### config.mk
export PLATFORM = sky130hd
export DESIGN_NAME = mux2_rr_arbiter
export DESIGN_NICKNAME = d
export VERILOG_FILES = /design/src/rtl/mux2_arb_pkg.sv /design/src/rtl/mux2_w.sv /design/src/rtl/mux2_rr_arbiter.sv
export SDC_FILE = /design/constraint.sdc
export NUM_CORES = 1
export LEC_CHECK = 0
export ABC_AREA = 1
export CAP_MARGIN = 10
export CORE_UTILIZATION = 36
export CTS_CLUSTER_SIZE = 14
export DETAILED_ROUTE_END_ITERATION = 7
export PLACE_DENSITY_LB_ADDON = 0.1
export SYNTH_ARGS = -nofsm -noshare
export SYNTH_HDL_FRONTEND = slang
export SYNTH_SLANG_ARGS = --single-unit
### constraint.sdc
create_clock -name clk -period 2.1 [get_ports clk]
set_input_delay 0.42 -clock clk [delete_from_list [all_inputs] [get_ports clk]]
set_output_delay 0.42 -clock clk [all_outputs]
set_load 0.005 [all_outputs]
### src/rtl/mux2_arb_pkg.sv
// Shared definitions for the round-robin 2:1 mux arbiter slice.
package mux2_arb_pkg;

  typedef enum logic [1:0] {
    IDLE   = 2'b00,
    GRANT0 = 2'b01,
    GRANT1 = 2'b10
  } state_t;

  localparam int unsigned DEF_WIDTH    = 64;
  localparam int unsigned DEF_MAX_HOLD = 4;

endpackage

### src/rtl/mux2_w.sv
// Combinational WIDTH-bit 2:1 mux: selector=1 picks y, selector=0 picks x.
module mux2_w #(
  parameter int unsigned WIDTH = 64
) (
  input  logic [WIDTH-1:0] x,
  input  logic [WIDTH-1:0] y,
  input  logic             selector,
  output logic [WIDTH-1:0] o
);

  always_comb begin
    o = selector ? y : x;
  end

endmodule

### src/rtl/mux2_rr_arbiter.sv
// Round-robin arbiter owning the 2:1 mux selector, with bounded bursts
// and a registered valid/ready output stage.
module mux2_rr_arbiter
  import mux2_arb_pkg::*;
#(
  parameter int unsigned WIDTH    = DEF_WIDTH,
  parameter int unsigned MAX_HOLD = DEF_MAX_HOLD
) (
  input  logic             clk,
  input  logic             reset,
  input  logic             req0,
  input  logic             req1,
  input  logic [WIDTH-1:0] d0,
  input  logic [WIDTH-1:0] d1,
  input  logic             o_ready,
  output logic             ack0,
  output logic             ack1,
  output logic             gnt0,
  output logic             gnt1,
  output logic             selector,
  output logic [WIDTH-1:0] o,
  output logic             o_valid
);

  localparam int unsigned   CW   = $clog2(MAX_HOLD + 1);
  localparam logic [CW-1:0] MAXC = CW'(MAX_HOLD);

  state_t            state, state_n;
  logic [CW-1:0]     count, count_n, cnt_after;
  logic              last, last_n;
  logic              beat;
  logic [WIDTH-1:0]  mux_o;

  assign gnt0     = (state == GRANT0);
  assign gnt1     = (state == GRANT1);
  assign selector = gnt1;
  assign ack0     = gnt0 && req0 && o_ready;
  assign ack1     = gnt1 && req1 && o_ready;
  assign beat     = ack0 || ack1;

  mux2_w #(.WIDTH(WIDTH)) u_mux (
    .x        (d0),
    .y        (d1),
    .selector (selector),
    .o        (mux_o)
  );

  // cnt_after is the count as it stands once this edge's beat (if any) lands;
  // testing it against MAXC covers both the beat that fills the burst and a
  // late-arriving competitor after saturation.
  always_comb begin
    cnt_after = count;
    if (beat && (count != MAXC)) cnt_after = count + CW'(1);
  end

  always_comb begin
    state_n = state;
    count_n = cnt_after;
    last_n  = last;
    case (state)
      IDLE: begin
        if (req0 && req1)  state_n = last ? GRANT0 : GRANT1;
        else if (req0)     state_n = GRANT0;
        else if (req1)     state_n = GRANT1;
      end
      GRANT0: begin
        if (!req0)                          state_n = req1 ? GRANT1 : IDLE;
        else if ((cnt_after == MAXC) && req1) state_n = GRANT1;
      end
      GRANT1: begin
        if (!req1)                          state_n = req0 ? GRANT0 : IDLE;
        else if ((cnt_after == MAXC) && req0) state_n = GRANT0;
      end
      default: state_n = IDLE;
    endcase
    if ((state_n != state) && (state_n != IDLE)) begin
      count_n = '0;
      last_n  = (state_n == GRANT1);
    end
  end

  always_ff @(posedge clk) begin
    if (reset) begin
      state   <= IDLE;
      count   <= '0;
      last    <= 1'b1;
      o       <= '0;
      o_valid <= 1'b0;
    end else begin
      state   <= state_n;
      count   <= count_n;
      last    <= last_n;
      o_valid <= beat;
      if (beat) o <= mux_o;
    end
  end

endmodule

## Yosys cells after proc, flatten, opt, wreduce, memory -nomap -nowiden

Index checks and enable logic that the tools add are counted.

- Equality and inequality tests: 6
- Reductions and logical operators: 13
- Mux-type cells: 13
- Add/sub/neg operators: 1

Operators by type and width:

| operator | count |
|---|---|
| $mux W64 | 1 |
| $mux W2 | 9 |
| $logic_and A1 B1 Y1 | 9 |
| $pmux W2 S3 | 1 |
| $eq A2 B2 Y1 const B | 2 |
| $add A3 B1 Y3 const B | 1 |
| $eq A3 B3 Y1 const B | 1 |
| $mux W3 | 1 |
| $ne A3 B3 Y1 const B | 1 |
| $eq A2 B1 Y1 const B | 1 |
| $logic_not A2 Y1 | 1 |
| $ne A2 B2 Y1 | 1 |
| $reduce_bool A2 Y1 | 1 |
| $reduce_or A2 Y1 | 1 |
| $logic_or A1 B1 Y1 | 1 |
| $mux W1 | 1 |

- Bits in registers: 71
- Word-level logic and storage cells: 38
- Output and inout port bits: 70
- Input bits: 133

## Logic depth before layout (Yosys ltp)

Gate-level depths: netlist (run 1).

- Depth in word-level cells: 14
- Gate-level depth with buffers: 14
- Mapped depth without buffers: 14

## Modules after synthesis

From an unflattened synthesis (run 1), not the netlist that was laid out.

- Cell total of the unflattened synthesis: 554
- Area total of the unflattened synthesis: 3,465.8 um2

By module, submodules not included:

| module | instances | seq. area each (um2) | cells an instance | area each (um2) |
|---|---|---|---|---|
| mux2_rr_arbiter | 1 | 1,421.4 | 348 | 2,621.3 |
| mux2_w | 1 | 0.0 | 206 | 844.6 |

## Worst setup path after synthesis (run 1)

No wires, ideal clock.

- Path kind: register -> output
- Start point: register state[1]
- End point: output selector
- Cell stages (with the launch flop): 5
- Data required time: 1,680 ps
- Buffers on the path: 2
- Setup slack: 576 ps
- Arrival: 1,104 ps
- Cell sequence: dfxtp_1 > inv_2 > nor2_1 > clkbuf_1 > buf_4

- Longest elaborated chain between the ends: 1

RTL lines:

| element | RTL line | text |
|---|---|---|
| start, declared | mux2_rr_arbiter.sv:28 | `state_t state, state_n;` |
| start signal, assigned | mux2_rr_arbiter.sv:90 | `state <= state_n;` |
| $eq A2 B2 Y1 | mux2_rr_arbiter.sv:35 | `assign gnt1 = (state == GRANT1);` |
| end, declared | mux2_rr_arbiter.sv:20 | `output logic selector,` |

Every way passes these cells.

## Final worst setup path (run 1)

- Start point: register state[0]
- End point: output ack1

- Longest elaborated chain between the ends: 3

RTL lines:

| element | RTL line | text |
|---|---|---|
| $eq A2 B2 Y1 | mux2_rr_arbiter.sv:35 |  |
| $logic_and A1 B1 Y1 (2 in a row) | mux2_rr_arbiter.sv:38 | `assign ack1 = gnt1 && req1 && o_ready;` |
| end, declared | mux2_rr_arbiter.sv:17 | `output logic ack1,` |

Every way passes these cells.

==> out/results.tsv, run 1 <==
metric	value	unit
fp.dieArea	8990	um^2
initial_core_util	37.6	%
synth_fp_nets	561	
fin_crit_sh	93.6	%
critPathLaunchType	flip-flop	
die-width	94.8	um
grt_pass1_wl	15700	um
r2r_end	count[1]$_SDFF_PP0_	
layout_commonest_cell	clkdlybuf4s50_1	
ys_warn_count	0	
synth.avg_cell_area	7.28	um^2
mostFrequentLayoutCells	clkdlybuf4s50_1, nand2_1, dfxtp_1, a31oi_1, o21ai_0	
max_cap_viol_count	0	
cp_max_fo	5	
fillers	698	
ys_seq_area_share	45.8	%
grt_usage	22.5	%
io_pins	203	
netlist_instances	426	
skew	6.15	ps
antenna_found_initial	0	
timing_hold_violations_final	0	
clock_path_buffers	2	
die_y	94.8	um
min_path_cells	3	
io_buffers	202	
drtIter0Drc	156	
place_congestion	0.873	
min_path_type	primary input to flip-flop	
final_antenna_net_count	0	
syn_area	3100	um^2
syn_to_final_growth	78.9	%
max_clock_freq	0.509	GHz
dp.cells	713	
vias	3652	
vias_per_cell	5.00	
setup_viol	0	
grt_overflow	0	
tightest_slew	360	ps
insertion_delay	340	ps
cts.sinks	71	
status	finished clean	
timing.rr.start	count[0]$_SDFF_PP0_	
multi_input_area	1510	um^2
holdWs	461	ps
wl_per_cell	14.4	um
synth_cell_types	23	
holdPathEnd	o_valid$_SDFF_PP0_	
cp-end-kind	output port	
grt_pass1_vias	3376	
cts_buffers	9	
drive_gt1_share	7.68	%
p_leak	2.19	nW
critical_path_required	1680	ps
ys_seq_elements	71	
r2r_slack	310	ps
coreArea	8260	um^2
finalNonFillerCells	730	
p_per_area	714	nW/um^2
grt_max_degree	79	
postPlaceCellArea	5290	um^2
rsz0062_at_grt	no	
slew_viol_final	0	
cts_tree	yes	
cts_hold_buffers	0	
slew_headroom	76.0	%
routed_wl	10500	um
crit_type	flip-flop to output port	
total_power	0.00396	W
h-tree-depth	3	
cts.clk_slew.worst_paths	80	ps
reg2regPathDepth	13	
final_nets	755	
critPathArrivalTime	1540	ps
rows	33	
totalNegativeSetupSlack	0	ps
seqCellArea	1420	um^2
route.detailed.drc	0	
place_hpwl	7200	um
fin_area	5550	um^2
hp-start	req0	
drt_first_pass_iters	4	
layout_min_cycle_time	1960	ps
root_buffer	clkbuf_8	
diodes	0	
ir_drop	441	uV
==> layer usage <==
| layer | wire, um | GRT usage [%] | vias to the layer above |
|---|---|---|---|
| met2 | 4940 | 38.2 | 148 |
| met3 | 959 | 8.13 | 26 |
| met5 | 0 | 0 | - |
| met4 | 345 | 11.6 | 0 |
| li1 | - | - | 1845 |
| met1 | 4230 | 24.5 | 1633 |
==> repair_timing <==
action                     in CTS  in global routing
setup endpoints to repair       2                  5
buffers inserted                0                  1
gates resized for setup         4                  3
pin swaps                       2                  0
==> synth_stat cells, drive strengths merged <==
cell,count,area (um^2)
nand2,145,567
dfxtp,71,1420
a31oi,65,407
o21ai,64,320
clkbuf,30,113
inv,13,48.8
nor2,11,41.3
nand3,7,40.0
buf,6,30.0
a21oi,5,28.8
nand4,4,37.5
ha,2,25.0
nand3b,1,7.51
nor4,1,6.26
xnor2,1,8.76
==> critical path: stages (launching register included) <==
cell and delay (ps):
dfxtp_2 380, inv_2 130, nand4_4 140, inv_1 80, clkdlybuf4s50_1 490
==> report_power, final <==
group	internal [W]	total, W	leakage [nW]	switching, W
clock	0.000732	0.00125	0.112	0.000520
combinational	0.000637	0.00115	1.50	0.000515
sequential	0.00149	0.00156	0.579	0.0000734
==> registers in the layout, summed over array words and instances (netlist names) <==
signal / cells
state: 2
o_valid: 1
last: 1
count: 3
o: 64
==> layout make-up <==
type                            count  area share, %
Clock buffer                       11           2.73
Inverter                           13          0.879
Timing Repair Buffer              219           39.6
Tap cell                          105           2.37
Sequential cell                    71           25.7
Multi-Input combinational cell    306           27.3
Clock inverter                      5           1.44
==> worst max path at each step <==
stage | start | to | slack (ps)
global route | state[0]$_SDFF_PP0_ | ack1 | 30
floorplan | state[1]$_SDFF_PP0_ | selector | 580
detailed placement | o_ready | count[1]$_SDFF_PP0_ | -150
finish | state[0]$_SDFF_PP0_ | ack1 | 140
global placement | o_ready | count[1]$_SDFF_PP0_ | -30
CTS | state[0]$_SDFF_PP0_ | gnt0 | 10
==> stage by stage <==
stage,utilization (%),setup WS (ps)
floorplan,-,576
global placement,64.1,-25.3
detailed placement,64.1,-148
CTS,67.0,10.2
global route,67.2,26.3
finish,67.2,135
==> kinds of logic after synthesis <==
group	after synthesis	synth area share [%]
AOI/OAI and AO/OA	134	24.4
adders and majority gates	2	0.807
buffers and inverters	49	6.17
DFF	71	45.8
and+or+nand+nor	169	22.5
xor gates and xnor gates	1	0.282
Power figures use the tool's default switching activity.
==> run 2, diff against run 1 <==
--- a/config.mk
+++ b/config.mk
@@ -6,6 +6,7 @@
 export NUM_CORES = 1
 export LEC_CHECK = 0
 export ABC_AREA = 1
+export ABC_CLOCK_PERIOD_IN_PS = 2100
 export CAP_MARGIN = 10
 export CORE_UTILIZATION = 36
 export CTS_CLUSTER_SIZE = 14
==> results of run 2 <==
The final DEF is identical to that of run 1; final timing and power are the same.
